[config.mk]
export PLATFORM = sky130hd
export DESIGN_NAME = frame_shift_out
export DESIGN_NICKNAME = d
export VERILOG_FILES = /design/src/rtl/frame_shift_out_pkg.sv /design/src/rtl/frame_shift_out_phase_timer.sv /design/src/rtl/frame_shift_out.sv
export SDC_FILE = /design/constraint.sdc
export NUM_CORES = 1
export LEC_CHECK = 0
export CAP_MARGIN = 15
export CORE_MARGIN = 4
export CORE_UTILIZATION = 45
export CTS_CLUSTER_DIAMETER = 150
export CTS_CLUSTER_SIZE = 25
export DETAILED_ROUTE_END_ITERATION = 12
export GPL_TIMING_DRIVEN = 0
export HOLD_SLACK_MARGIN = 0.02
export MAX_ROUTING_LAYER = met4
export PLACE_DENSITY_LB_ADDON = 0.15
export SKIP_LAST_GASP = 1
export SLEW_MARGIN = 5
export SYNTH_ARGS = -nofsm -noshare
export SYNTH_HDL_FRONTEND = slang
export SYNTH_SLANG_ARGS = --single-unit
[constraint.sdc]
create_clock -name clk -period 1.5 [get_ports clk]
set_input_delay 0.15 -clock clk [delete_from_list [all_inputs] [get_ports clk]]
set_output_delay 0.15 -clock clk [all_outputs]
set_load 0.1 [all_outputs]
[src/rtl/frame_shift_out_pkg.sv]
// Shared definitions for the light-array serial transmitter: state encodings,
// default frame geometry and a counter-width helper.
package frame_shift_out_pkg;

    typedef enum logic [1:0] {
        IDLE  = 2'd0,
        SETUP = 2'd1,
        HOLD  = 2'd2,
        LATCH = 2'd3
    } state_t;

    localparam int DEFAULT_WIDTH   = 64;
    localparam int DEFAULT_CLK_DIV = 4;

    // $clog2 with a floor of one bit, so a divide-by-one counter still has a register.
    function automatic int min1_clog2(input int n);
        return (n <= 2) ? 1 : $clog2(n);
    endfunction

endpackage

[src/rtl/frame_shift_out_phase_timer.sv]
// Phase divider: counts system clocks within one serial-clock phase and
// pulses phase_end on the last cycle of each phase.
module phase_timer
    import frame_shift_out_pkg::*;
#(
    parameter int CLK_DIV = DEFAULT_CLK_DIV
) (
    input  logic clk,
    input  logic clear,
    input  logic restart,
    output logic phase_end
);

    localparam int DIV_W = min1_clog2(CLK_DIV);

    logic [DIV_W-1:0] div_cnt;

    assign phase_end = (div_cnt == DIV_W'(CLK_DIV - 1));

    // NOTE: state registers use non-blocking assignments so every flop samples
    // pre-edge values; blocking here would create order-dependent simulation races.
    always_ff @(posedge clk) begin
        if (clear || restart || phase_end) begin
            div_cnt <= '0;
        end else begin
            div_cnt <= div_cnt + DIV_W'(1);
        end
    end

endmodule

[src/rtl/frame_shift_out.sv]
// Parallel-in, serial-out light-pattern transmitter (MSB first, data/clock/latch).
// Define FRAME_SHIFT_PARITY_EN to append an even-parity bit after the data bits.
module frame_shift_out
    import frame_shift_out_pkg::*;
#(
    parameter int WIDTH   = DEFAULT_WIDTH,
    parameter int CLK_DIV = DEFAULT_CLK_DIV
) (
    input  logic             clk,
    input  logic             clear,
    input  logic             load_valid,
    output logic             load_ready,
    input  logic [WIDTH-1:0] load_data,
    output logic             ser_data,
    output logic             ser_clk,
    output logic             ser_latch,
    output logic             busy,
    output logic             done
);

`ifdef FRAME_SHIFT_PARITY_EN
    localparam int NBITS = WIDTH + 1;
`else
    localparam int NBITS = WIDTH;
`endif
    localparam int BIT_W = $clog2(WIDTH + 1);

    state_t           state, state_nxt;
    logic [NBITS-1:0] shreg;
    logic [NBITS-1:0] frame_in;
    logic [BIT_W-1:0] bit_cnt;
    logic             phase_end;
    logic             accept;
    logic             last_bit;

`ifdef FRAME_SHIFT_PARITY_EN
    assign frame_in = {load_data, ^load_data};
`else
    assign frame_in = load_data;
`endif

    assign load_ready = (state == IDLE) && !clear;
    assign accept     = load_valid && load_ready;
    assign last_bit   = (bit_cnt == BIT_W'(NBITS - 1));

    // The divider is held at zero while idle so the first SETUP phase is full length.
    phase_timer #(.CLK_DIV(CLK_DIV)) u_phase_timer (
        .clk       (clk),
        .clear     (clear),
        .restart   (state == IDLE),
        .phase_end (phase_end)
    );

    // NOTE: next-state is assigned a default before the case so no path leaves it
    // unassigned, which would otherwise infer a latch.
    always_comb begin
        state_nxt = state;
        case (state)
            IDLE:  if (accept)    state_nxt = SETUP;
            SETUP: if (phase_end) state_nxt = HOLD;
            HOLD:  if (phase_end) state_nxt = last_bit ? LATCH : SETUP;
            LATCH: if (phase_end) state_nxt = IDLE;
            default:              state_nxt = IDLE;
        endcase
    end

    always_ff @(posedge clk) begin
        if (clear) begin
            state   <= IDLE;
            shreg   <= '0;
            bit_cnt <= '0;
            done    <= 1'b0;
        end else begin
            state <= state_nxt;
            done  <= (state == LATCH) && phase_end;
            if (accept) begin
                shreg   <= frame_in;
                bit_cnt <= '0;
            end else if ((state == HOLD) && phase_end && !last_bit) begin
                // Shifting on HOLD exit means ser_data only moves on SETUP entry.
                shreg   <= shreg << 1;
                bit_cnt <= bit_cnt + BIT_W'(1);
            end
        end
    end

    assign ser_clk   = (state == HOLD);
    assign ser_latch = (state == LATCH);
    assign busy      = (state != IDLE);
    assign ser_data  = ((state == SETUP) || (state == HOLD)) && shreg[NBITS-1];

endmodule
==> impl_results.md <==
* Clk buf depth at 2
* Post-Syn Area at between 0.003 and 0.004 mm^2
* Power per cell area at 1280 mW/mm^2
* Worst setup EP type: flip-flop
* CTS clock-pin slew for the worst setup and hold paths at approximately 0.080 ns
* Tightest Pin Transition at approximately 0.54 ns
* Mean post-synth cell area at between 9 and 10 um^2
* TritonCTS buffer count at 9
* Core area at roughly 0.0069 mm^2
* Main synth FF type: dfxtp_1
* Switching share of total power at approximately a third
* Root Buffer: clkbuf_8
* Cts hold-fix bufs at 0
* Slew HR at around 64%
* RSZ-0062 raised after global routing: true
* Fin nets at 527
* Gr usage total at a little under a fifth
* Final count of hold timing violations at 0
* Drt first-iter violations at 68
* Leak at between 2 and 2.5 nW
* Largest net degree at the start of global routing at 13
* DR WL/cell at 13.9 um
* Die area at about 0.0087 mm^2
* Req. time, crit path at roughly 1.7 ns
* Share of synthesized registers carrying an async set or reset at 0%
* Total gr overflow at 0
* ANT cells at 0
* Synth warn at 0
* Crit Path Max Fanout at 6
* Worst skew pair latency at around 0.35 ns
* DRC at 0
* Area leader, netlist: dfxtp_1
* Net switching power at about 0.0020 W
* Hold Path Class: in2reg
* Syn Nets at ~420
* DRT antenna net count at 0
* Most numerous cell in the Yosys netlist: dfxtp_1
* Area of placed instances at 0.00417 mm^2
* I/O pin count at between 70 and 80
* Setup-failing EPs final at approximately 70
* Sequential share of the synthesized area at approximately 47%
* Drt pass-1 iters at 4
* Initial antenna violation count at 0
* Fin crit share at 108%
* Crit Path Category: reg2reg
* Final Max Tran Viols at 0
* Core Rows at 30
* Top cells by area, synth: dfxtp_1, mux2i_1, o21ai_0, nand2_1, ha_1
* First-pass GRT wire length at about 12000 um
* Vias in the first global route at around 2800
* Status: finished, violations left
* Logic pwr share at between 30% and 40%
* CTS tree: built
* Die X at 93.2 um
* Share of cells above drive strength 1 at 21.0%
* Final core occ at 70.6%
* Setup slack after layout at -0.119 ns
* Sequential Power Share at a little over two fifths
* Top cell type's share of synthesized area at roughly 47%
* Synth top cells by count: dfxtp_1, nand2_1, mux2i_1
* Failing checks: setup timing
* Num Clock Sinks at 76
* Area Growth Syn to Fin at 49.4%
* H-tree Lvls at 3
* Mapped Cells at 347
* Fill cells at 570
* Netlist cell types at 36
* Die height at between 90 and 100 um
* Upper clock frequency limit at around 0.6 GHz
* Final min period at roughly 1.6 ns
* Power consumption at around 0.0062 W
* Final hold slack at approximately 0.13 ns
* Internal at approximately 0.0042 W
* Vias/cell at 4.98
* Clock network fraction of design power at between 20 and 30%
* PortBufs at between 70 and 80
* FF+latch count, synth at 76
* Finished Cell Area at 0.00488 mm^2
* RePlAce Congestion at 0.788
* Final Skew at about 0.0085 ns
* Routed via count at roughly 2800
* CP startpoint kind: flip-flop
* Starting Density at 47.3%
* Number of synthesized flops with an enable pin at 0
* Routed WL at 7700 um
* Arr. time, crit path at 1.83 ns
* MaxCap Viol Count at 0
* Dpl hpwl at between 5000 and 6000 um
* Peak VDD IR at 0.000537 V
==> worst max-delay path, stage by stage, from the launching register on <==
cell and delay (ns):
dfxtp_2 0.36, ha_4 0.14, nand3b_1 0.11, o211ai_2 0.17, buf_6 0.16, buf_12 0.14
buf_12 0.12, mux2i_2 0.20, o21ai_1 0.09
==> flip-flops by register name, indices dropped and copies added (netlist names) <==
name / count
done: 1
u_phase_timer.div_cnt: 2
shreg: 64
bit_cnt: 7
state: 2
==> cells in the final DEF (no fill, tap or decap), types with 2 or more instances in the layout <==
cell type,count
bufinv_16,2
nand3b_1,2
ha_4,4
ha_2,2
clkbuf_1,3
clkbuf_16,3
nor2_1,4
clkbuf_8,10
nand2_1,68
a21oi_1,3
buf_16,2
or3_1,4
o21ai_1,63
nand4_1,2
dfxtp_4,3
clkdlybuf4s50_1,65
clkinvlp_4,2
nor3_4,2
clkbuf_4,5
inv_1,3
mux2i_1,59
buf_4,20
buf_6,4
clkbuf_2,5
mux2i_4,2
buf_12,10
dfxtp_1,72
mux2i_2,3
==> timing repair <==
action | 4_1_cts | 5_1_grt
setup buffers | 15 | 7
endpoints found under the setup margin | 77 | 74
cloned | 2 | 3
gates resized for setup | 75 | 27
endpoints found under the hold margin | 0 | 0
pin swaps | 5 | 3
==> power by group through the flow <==
stage	Combinational, W	Sequential (W)	Clock (W)
6_report	0.00193	0.00260	0.00172
5_1_grt	0.00210	0.00264	0.00185
4_1_cts	0.00173	0.00259	0.00176
3_5_place_dp	0.00158	0.00262	0
3_3_place_gp	0.00154	0.00260	0
2_1_floorplan	0.00114	0.00256	0
==> path summary, 6_finish.rpt <==
check,startpoint,to,slack (ns),cells past startpoint
min,clear,state[0]$_SDFFE_PP0P_,0.13,2
max,bit_cnt[1]$_SDFFE_PP0P_,shreg[60]$_SDFFE_PP0P_,-0.12,8
max reg2reg,bit_cnt[1]$_SDFFE_PP0P_,shreg[60]$_SDFFE_PP0P_,-0.12,8
min reg2reg,u_phase_timer.div_cnt[0]$_SDFF_PP0_,u_phase_timer.div_cnt[0]$_SDFF_PP0_,0.50,1
==> stage by stage <==
step,cells,TNS (ns),worst slack (ns)
after floorplan,347,-4.50,-0.332
after global placement,514,-18.59,-0.583
after detailed placement,514,-19.91,-0.598
after CTS,544,-4.68,-0.123
after global routing,554,-11.32,-0.221
final,554,-4.34,-0.119
==> per-layer routing <==
layer,global-route usage (%),part of all wire (%)
met1,22.1,45
met2,30.5,50
met3,4.67,4.5
met4,5.49,0.60
met5,-,0
==> area by class of cell <==
cell class	instances	area [um^2]	share of cell area, %
buffer	20	185	3.80
clock buffer	12	145	2.98
clock inverter	4	72.6	1.49
inverter	7	37.5	0.769
multi-input combinational	241	1710	35.0
sequential	76	1530	31.4
tap	96	120	2.46
timing repair buffer	98	1080	22.1
==> kinds of logic (layout without fill, tap and decap cells) <==
family	Yosys count	count (layout)	synth area share (%)
simple gates	93	93	12.4
flops	76	76	46.6
compound gates	74	74	12.1
mux	64	64	19.6
buf+inv	30	141	5.79
fa+ha+maj	7	7	2.68
xor+xnor	3	3	0.805
Power figures use the tool's default switching activity.
